`config.mk`:
```
export PLATFORM = sky130hd
export DESIGN_NAME = period_stream_mux
export DESIGN_NICKNAME = d
export VERILOG_FILES = /design/src/rtl/period_stream_mux.sv
export SDC_FILE = /design/constraint.sdc
export NUM_CORES = 1
export LEC_CHECK = 0
export ABC_CLOCK_PERIOD_IN_PS = 2700
export BUFFER_PORTS_ARGS = -buffer_cell sky130_fd_sc_hd__buf_2
export CAP_MARGIN = 20
export CORE_AREA = 10 10 387 389
export DETAILED_ROUTE_END_ITERATION = 10
export DIE_AREA = 0 0 397 399
export PLACE_DENSITY_LB_ADDON = 0.1
export SETUP_SLACK_MARGIN = 0.15
export SYNTH_ARGS = -nofsm -noshare
export SYNTH_HDL_FRONTEND = slang
export SYNTH_SLANG_ARGS = --single-unit
```
`constraint.sdc`:
```
create_clock -name clk -period 2.7 [get_ports clk]
set_input_delay 0.27 -clock clk [delete_from_list [all_inputs] [get_ports clk]]
set_output_delay 0.27 -clock clk [all_outputs]
set_load 0.02 [all_outputs]
```
`src/rtl/period_stream_mux.sv`:
```
`default_nettype none
// ============================================================================
// Module      : period_stream_mux
// Description : Period-ordered merge of NBLOCKS block event streams and one
//               time-tag stream onto a single registered output. Blocks are
//               arbitrated by fixed priority or round-robin, and every output
//               word carries a source-index tag.
// Revision    : 1.0 - initial release
// ============================================================================
module period_stream_mux #(
    parameter int NBLOCKS  = 4,
    parameter int DATA_W   = 128,
    parameter int PERIOD_W = 48,
    parameter int RR_MODE  = 0,
    parameter int SRC_W    = $clog2(NBLOCKS + 1)
) (
    input  logic                         clk,
    input  logic                         rst_n,
    input  logic [NBLOCKS-1:0]           blk_valid,
    input  logic [NBLOCKS*PERIOD_W-1:0]  blk_period,
    input  logic [NBLOCKS*DATA_W-1:0]    blk_data,
    output logic [NBLOCKS-1:0]           blk_ready,
    input  logic                         tt_valid,
    input  logic [PERIOD_W-1:0]          tt_period,
    input  logic [DATA_W-1:0]            tt_data,
    output logic                         tt_ready,
    output logic                         out_valid,
    output logic [DATA_W-1:0]            out_data,
    output logic [SRC_W-1:0]             out_src,
    input  logic                         out_ready
);

    // Pointer width; a single-block build still needs a one-bit vector.
    localparam int c_ptr_w = (NBLOCKS > 1) ? $clog2(NBLOCKS) : 1;

    logic [NBLOCKS-1:0]  w_elig;
    logic [NBLOCKS-1:0]  w_blk_grant;
    logic                w_any_blk;
    logic                w_tt_grant;
    logic                w_load;
    logic [c_ptr_w-1:0]  w_base;
    logic [c_ptr_w:0]    w_sum;
    logic [c_ptr_w-1:0]  w_grant_idx;
    logic [c_ptr_w-1:0]  w_ptr_next;
    logic [DATA_W-1:0]   w_sel_data;
    logic [SRC_W-1:0]    w_sel_src;

    logic                r_out_valid;
    logic [DATA_W-1:0]   r_out_data;
    logic [SRC_W-1:0]    r_out_src;
    logic [c_ptr_w-1:0]  r_rr_ptr;

    // A block may go only if its period is strictly earlier than a waiting
    // time tag; equal periods let the time tag go first.
    generate
        for (genvar gi = 0; gi < NBLOCKS; gi++) begin : g_elig
            assign w_elig[gi] = blk_valid[gi] &
                (~tt_valid | (blk_period[gi*PERIOD_W +: PERIOD_W] < tt_period));
        end
    endgenerate

    // Fixed priority is round-robin searching from index 0.
    assign w_base = (RR_MODE != 0) ? r_rr_ptr : '0;

    // Block arbitration: first eligible index at or after the search base.
    always_comb begin
        w_any_blk   = 1'b0;
        w_grant_idx = '0;
        w_sum       = '0;
        w_blk_grant = '0;
        for (int k = 0; k < NBLOCKS; k++) begin
            w_sum = {1'b0, w_base} + (c_ptr_w+1)'(k);
            if (w_sum >= (c_ptr_w+1)'(NBLOCKS)) begin
                w_sum = w_sum - (c_ptr_w+1)'(NBLOCKS);
            end
            if (!w_any_blk && w_elig[w_sum[c_ptr_w-1:0]]) begin
                w_any_blk   = 1'b1;
                w_grant_idx = w_sum[c_ptr_w-1:0];
            end
        end
        if (w_any_blk) begin
            w_blk_grant[w_grant_idx] = 1'b1;
        end
    end

    assign w_tt_grant = tt_valid & ~w_any_blk;

    // Nothing is accepted while reset is held, so no input is lost then.
    assign w_load = rst_n & (~r_out_valid | out_ready);

    assign blk_ready = w_load ? w_blk_grant : '0;
    assign tt_ready  = w_load & w_tt_grant;

    assign w_ptr_next = (w_grant_idx == c_ptr_w'(NBLOCKS - 1)) ? '0 : w_grant_idx + 1'b1;

    // Select the word and source tag of the granted channel.
    always_comb begin
        w_sel_data = '0;
        w_sel_src  = '0;
        if (w_any_blk) begin
            for (int i = 0; i < NBLOCKS; i++) begin
                if (w_blk_grant[i]) begin
                    w_sel_data = blk_data[i*DATA_W +: DATA_W];
                end
            end
            w_sel_src = SRC_W'(w_grant_idx);
        end else begin
            w_sel_data = tt_data;
            w_sel_src  = SRC_W'(NBLOCKS);
        end
    end

    // Output register: load on a grant, drain to empty otherwise; held on stall.
    always_ff @(posedge clk or negedge rst_n) begin
        if (!rst_n) begin
            r_out_valid <= 1'b0;
            r_out_data  <= '0;
            r_out_src   <= '0;
        end else if (w_load) begin
            if (w_any_blk || w_tt_grant) begin
                r_out_valid <= 1'b1;
                r_out_data  <= w_sel_data;
                r_out_src   <= w_sel_src;
            end else begin
                r_out_valid <= 1'b0;
            end
        end
    end

    // Round-robin pointer moves past each granted block; time tags leave it.
    always_ff @(posedge clk or negedge rst_n) begin
        if (!rst_n) begin
            r_rr_ptr <= '0;
        end else if ((RR_MODE != 0) && w_load && w_any_blk) begin
            r_rr_ptr <= w_ptr_next;
        end
    end

    assign out_valid = r_out_valid;
    assign out_data  = r_out_data;
    assign out_src   = r_out_src;

endmodule
`default_nettype wire
```
==> results of run 1 <==
-- timing repair --
action / in CTS / in global routing
setup endpoints to repair: 137 / 137
hold endpoints to repair: 196 / 0
gates resized for setup: 539 / 147
buffers inserted: 63 / 24
gates cloned: 32 / 12
pin swaps: 205 / 117
hold buffers: 69 / 0
-- flip-flops by register name (all words and copies together) (netlist names) --
name,cells
out_data,128
out_src,3
out_valid,1
-- layout make-up --
type	instances	area (µm²)
tap	1903	2380
multi-input combinational	1429	13000
sequential	132	3300
antenna	29	72.6
clock inverter	14	161
inverter	54	223
clock buffer	18	439
timing repair buffer	1506	11100
fill	15885	112000
-- per-layer routing --
metal	track usage, %	part of all wire [%]	up-vias	wire length (µm)
li1	-	-	9712	-
met2	30.5	51	747	72600
met1	19.3	40	10159	57400
met3	4.48	6.1	196	8720
met4	3.73	2.1	36	2990
met5	0	0.16	-	226
-- cells by family (layout without fill, tap and decap cells) --
logic type	count (synthesis)	after routing
multiplexers	109	109
adder cells (fa/ha/maj)	188	188
other	0	29
buffers and inverters	212	1592
flip-flops	132	132
AND/OR/NAND/NOR	459	459
AO/OA/AOI/OAI	670	673
-- stage by stage --
stage | cell area, µm² | total power, µW | setup slack (ns) | std cells
after floorplan | 14800 | 5640 | -0.160 | 1770
after global placement | 24200 | 9100 | -1.08 | 4824
after detailed placement | 24200 | 9020 | -1.15 | 4824
after CTS | 29500 | 13300 | -0.504 | 5020
after global routing | 30700 | 14200 | -0.592 | 5063
final | 30800 | 13400 | -0.468 | 5085
-- cells in the mapped netlist, types with 2 or more instances --
| master | number |
|---|---|
| nand3_1 | 131 |
| nand4_1 | 28 |
| a211oi_1 | 6 |
| o22a_1 | 28 |
| inv_1 | 54 |
| a2111oi_1 | 2 |
| a211o_1 | 3 |
| nor4_1 | 4 |
| a21oi_1 | 245 |
| o311a_1 | 21 |
| buf_1 | 13 |
| a31oi_1 | 82 |
| dfrtp_1 | 132 |
| a221oi_1 | 9 |
| o211ai_1 | 3 |
| nor3_4 | 2 |
| nor2_1 | 73 |
| a221o_1 | 2 |
| buf_4 | 10 |
| o21ai_1 | 29 |
| a221oi_2 | 2 |
| buf_2 | 57 |
| and3_1 | 24 |
| o21ai_0 | 108 |
| o22ai_1 | 19 |
| a21o_1 | 10 |
| nand4b_1 | 81 |
| mux2i_1 | 109 |
| ha_1 | 188 |
| and4_1 | 6 |
| nand3b_1 | 19 |
| clkbuf_1 | 67 |
| a21boi_0 | 4 |
| and2_1 | 19 |
| o21a_1 | 6 |
| nand2b_1 | 4 |
| nor3_1 | 5 |
| nand2_1 | 58 |
| o2bb2ai_1 | 81 |
| buf_6 | 11 |
-- power by group --
group	total (µW)	leakage (µW)	switching [µW]	internal, µW
Combinational	7920	0.0117	4380	3540
Clock	2650	0.000298	1250	1410
Sequential	2860	0.00146	377	2490
-- worst max-delay path, stage by stage --
cell and delay [ns]:
buf_6 0.07, inv_2 0.04, ha_4 0.25, nand4_1 0.12
buf_4 0.19, or4_4 0.55, nor3_4 0.24, and3_4 0.23
a221oi_4 0.09, a21oi_4 0.19, buf_6 0.14, and3_4 0.18
and3_4 0.21, buf_6 0.12
-- cells in the final DEF (no fill, tap or decap), drive strengths merged, types with 58 or more instances in the layout --
master	Yosys	routed
ha	188	188
dlygate4sd3	0	69
o2bb2ai	81	81
a21oi	246	246
nand3	131	131
nand4b	81	81
dfrtp	132	132
nand2	58	58
o21ai	138	138
mux2i	109	109
nor2	73	73
inv	54	61
buf	91	1425
a31oi	83	83
-- worst paths after layout --
check | startpoint | endpoint | slack (ns) | depth (start not counted)
max in group asynchronous | rst_n | out_data[112] | 1.62 | 3
worst max-delay path | tt_period[34] | tt_ready | -0.47 | 14
worst min register to register | out_src[1] | out_src[1] | 0.48 | 2
min in group asynchronous | rst_n | out_data[10] | 0.14 | 2
worst max register to register | out_valid | out_data[53] | 0.55 | 9
worst min-delay path | blk_data[454] | out_data[70] | 0.03 | 3
==> impl_metrics.ini, run 1 <==
[critical_path]
worstPathRequired_ns = 2.43
critical_path_class = primary input to primary output
cp_max_fo = 4
crit_path_start_kind = primary input
arrival_ns = 2.90
crit_path_end_kind = primary output

[cts]
clock_sinks = 132
insertion_delay_ns = 0.54
htreeDepth = 4
cts_buffer_depth = 2
numCtsBuffers = 17
clock-root-buffer = clkbuf_16
cts_tree = built
clk_pin_slew_worst_paths_ns = 0.07

[die]
die_h_um = 399
die-area_um2 = 158000
core_um2 = 142000
initial_core_util_pct = 10.3
rows = 139
die_x_um = 397
ios = 1025

[synthesis]
synthArstFlopShare_pct = 100
post_synth_fa_ha_maj_area_fraction_pct = 16.1
synth_compound_area_share_pct = 28.9
synth-simple-area-share_pct = 18.2
synth_cells = 1770
yosys_most_used_dff = dfrtp_1
yosys_register_bits = 132
synth_top_area_share_pct = 22.6
syn_nets = 2846
yosysSeqAreaShare_pct = 22.6
syn_area_um2 = 14600
synth_edf_count = 0
synth_mux_area_share_pct = 7.47
avgSynthCellArea_um2 = 8.25
yosys.cell_types.count = 55
yosys-top-cells-area = dfrtp_1, ha_1, a21oi_1
yosys.area_share.xor_xnor_pct = 0
synth_top_family_by_area = compound AO/OA/AOI/OAI gates
yosys_warnings = 0
post-synth-top-area-cell = dfrtp_1

[global_routing]
overflow = 0
grt_pass1_vias = 22382
grt_start_max_net_pins = 96
track_usage_pct = 16.7
grt_pass1_wl_um = 187000
antenna_found_initial = 90

[drt]
dr.pass1.iters = 7
vias_per_cell = 4.10
wl_per_cell_um = 27.9
dr_total_vias = 20850
drc = 0
wirelength_um = 142000
drt_iter0_drc = 966
drtAntennaViolNets = 0

[timing]
setup_ws_ns = -0.468
whs_ns = 0.0312
setup_viol = 134
finalCritPeriodShare_pct = 117
maxSlewHeadroom_pct = 42.3
max_freq_mhz = 316
grt_setup_unrepaired = true
layout_min_cycle_time_ns = 3.17
hold_viol = 0
slew_violations = 0
final.setup.tns_ns = -45.57
skew_ns = 0.0166
worst_pin_slew_ns = 0.863

[cells_and_area]
layout.nets = 4216
fin_util_pct = 21.6
layout-drive-gt1-share_pct = 58.6
area_delta_synth_final_pct = 111

[power]
power.leakage_uw = 0.0135
power_density_nw_per_um2 = 437
irDropWorstVdd_uv = 389

[placed_design]
port-buffer-count = 1024
hpwl_um = 113000
routabilityCongestion = 0.857

[flow_run]
drv_cap = 0

[worst_hold_path]
hold_path_class = primary input to flop

[run_status]
violations = negative setup slack
status = complete, but fails checks
Power figures use the tool's default switching activity.
==> inputs of run 2 (changes only) <==
Settings changed: ABC_CLOCK_PERIOD_IN_PS 2700 to 3900.
Clock period 2.7 ns to 3.9 ns, I/O delays scaled along.
==> impl_metrics.ini, run 2 (synthesis gave the netlist of run 1 again) <==
[worst_hold_path]
hold_depth = 3
hold_path_class = primary input to flop
worstHoldEndpoint = out_data[22]
holdCritStartpoint = tt_data[22]

[timing]
layout_min_cycle_time_ns = 3.64
grt_setup_unrepaired = true
setup_ws_ns = 0.264
max_freq_mhz = 275
maxSlewHeadroom_pct = 43.9
skew_ns = 0.0390
slew_violations = 0
hold_viol = 0
final.setup.tns_ns = 0
finalCritPeriodShare_pct = 93.2
whs_ns = 0.171
worst_pin_slew_ns = 0.842
setup_viol = 0

[global_routing]
grt_start_max_net_pins = 99
antenna_found_initial = 87
track_usage_pct = 15.4
overflow = 0
grt_pass1_vias = 20872
grt_pass1_wl_um = 173000

[cts]
htreeDepth = 4
clock-root-buffer = clkbuf_16
clk_pin_slew_worst_paths_ns = 0.07
insertion_delay_ns = 0.53
clock_sinks = 132
cts_tree = built
numCtsBuffers = 17
cts_buffer_depth = 2

[drt]
dr_total_vias = 19204
drc = 0
drtAntennaViolNets = 0
wirelength_um = 129000
dr.pass1.iters = 5
drt_iter0_drc = 970
vias_per_cell = 4.03
wl_per_cell_um = 27.1

[critical_path]
rr_worst_depth = 7
path_cells = buf_2 > inv_1 > ha_1 > nand4_1 > or4_4 > nor3_4 > o311a_1 > a221oi_4 > buf_4 > a21oi_4 > buf_6 > and3_1 > buf_2
r2r_slack_ns = 1.93
r2r_start = out_valid
cp_max_fo = 9
crit_path_start_kind = primary input
worstPathRequired_ns = 3.51
slowest_stage = or4_4
critical_path_class = primary input to primary output
crit_path_end_kind = primary output
reg2reg_to = out_data[86]
arrival_ns = 3.25
crit_top_cell = buf_2
cp_slowest_stage_delay_ns = 0.59

[placed_design]
pre_cts_ws_ns = -0.115
routabilityCongestion = 0.829
port-buffer-count = 1024
hpwl_um = 112000

[cells_and_area]
final_common_cell = buf_2
seqCellArea_um2 = 3300
layout.nets = 3906
most-common-layout-cells = buf_2, a21oi_1, ha_1
multi_input_area_um2 = 10500
area_delta_synth_final_pct = 63.4
layout-drive-gt1-share_pct = 44.4
fill_cells = 16444
largest_register_ff_count = 128

[power]
power_uw = 7710
p_int_uw = 4180
power.leakage_uw = 0.0110
swShare_pct = 45.8
irDropWorstVdd_uv = 206
power_density_nw_per_um2 = 323
p_sw_uw = 3530
pwr-share-seq_pct = 25.0
power_frac_clock_pct = 22.5
pwr-share-comb_pct = 52.5

[run_status]
status = finished, final reports clean

[die]
initial_core_util_pct = 10.3
rows = 139
die_x_um = 397
die_h_um = 399
core_um2 = 142000
ios = 1025
die-area_um2 = 158000

[flow_run]
drv_cap = 0
==> run 2: cell types whose count changed in the layout (fill, tap and decap cells not counted), sizes merged, moves of 3 or more <==
cell	before	now
bufbuf	3	0
clkbuf	27	19
dlygate4sd3	69	1
a31o	4	1
buf	1425	1197
diode	29	19
==> run 2: routing by layer <==
| layer | GRT usage [%] | vias up | routed length [µm] |
|---|---|---|---|
| met4 | 3.30 | 44 | 2700 |
| met3 | 4.77 | 196 | 8780 |
| li1 | - | 9005 | - |
| met2 | 27.7 | 744 | 64800 |
| met5 | 0 | - | 286 |
| met1 | 17.9 | 9215 | 52700 |
==> run 2: power by group through the flow <==
stage          combinational, µW  clock [µW]  sequential, µW
2_1_floorplan               1510           0            2370
3_3_place_gp                4160           0            1970
3_5_place_dp                4120           0            1960
4_1_cts                     4140        1850            1930
5_1_grt                     4400        1870            1980
6_report                    4050        1730            1930
==> run 2: worst max-delay path by stage <==
stage               slack [ns]  cells past startpoint      endpoint           from
floorplan                 0.59                     11  blk_ready[3]  tt_period[47]
global placement         -0.10                     15  out_data[58]  tt_period[38]
detailed placement       -0.12                     15  out_data[87]  tt_period[39]
CTS                       0.15                     14  blk_ready[3]  tt_period[38]
global route              0.06                     15  blk_ready[3]  tt_period[38]
finish                    0.26                     13  blk_ready[2]  tt_period[38]
==> run 2: final cells by class <==
type                            instances  share of cell area [%]
Multi-Input combinational cell       1426                    43.9
Timing Repair Buffer                 1199                    28.7
Sequential cell                       132                    13.8
Tap cell                             1903                    9.98
Clock buffer                           18                    1.84
Inverter                               54                   0.849
Clock inverter                         14                   0.598
Antenna cell                           19                   0.199
==> run 2: per-stage QoR <==
| step | std cells | util, % | cell area [µm²] |
|---|---|---|---|
| after floorplan | 1770 | - | 14600 |
| after global placement | 4711 | 16.2 | 23100 |
| after detailed placement | 4711 | 16.2 | 23100 |
| after CTS | 4746 | 16.7 | 23800 |
| after global routing | 4753 | 16.7 | 23800 |
| final | 4765 | 16.8 | 23900 |
==> run 2: critical path: cells and delay by family <==
family	cells	cell delay [ns]
buf+inv	5	0.79
simple gates	4	1.23
fa+ha+maj	1	0.31
compound gates	3	0.52
==> run 2: timing repair <==
action | in CTS | in global routing
pin swaps | 3 | 5
setup buffers | 2 | 0
setup endpoints to repair | 5 | 5
hold buffers | 1 | 0
resized for setup | 7 | 10
hold endpoints to repair | 34 | 0
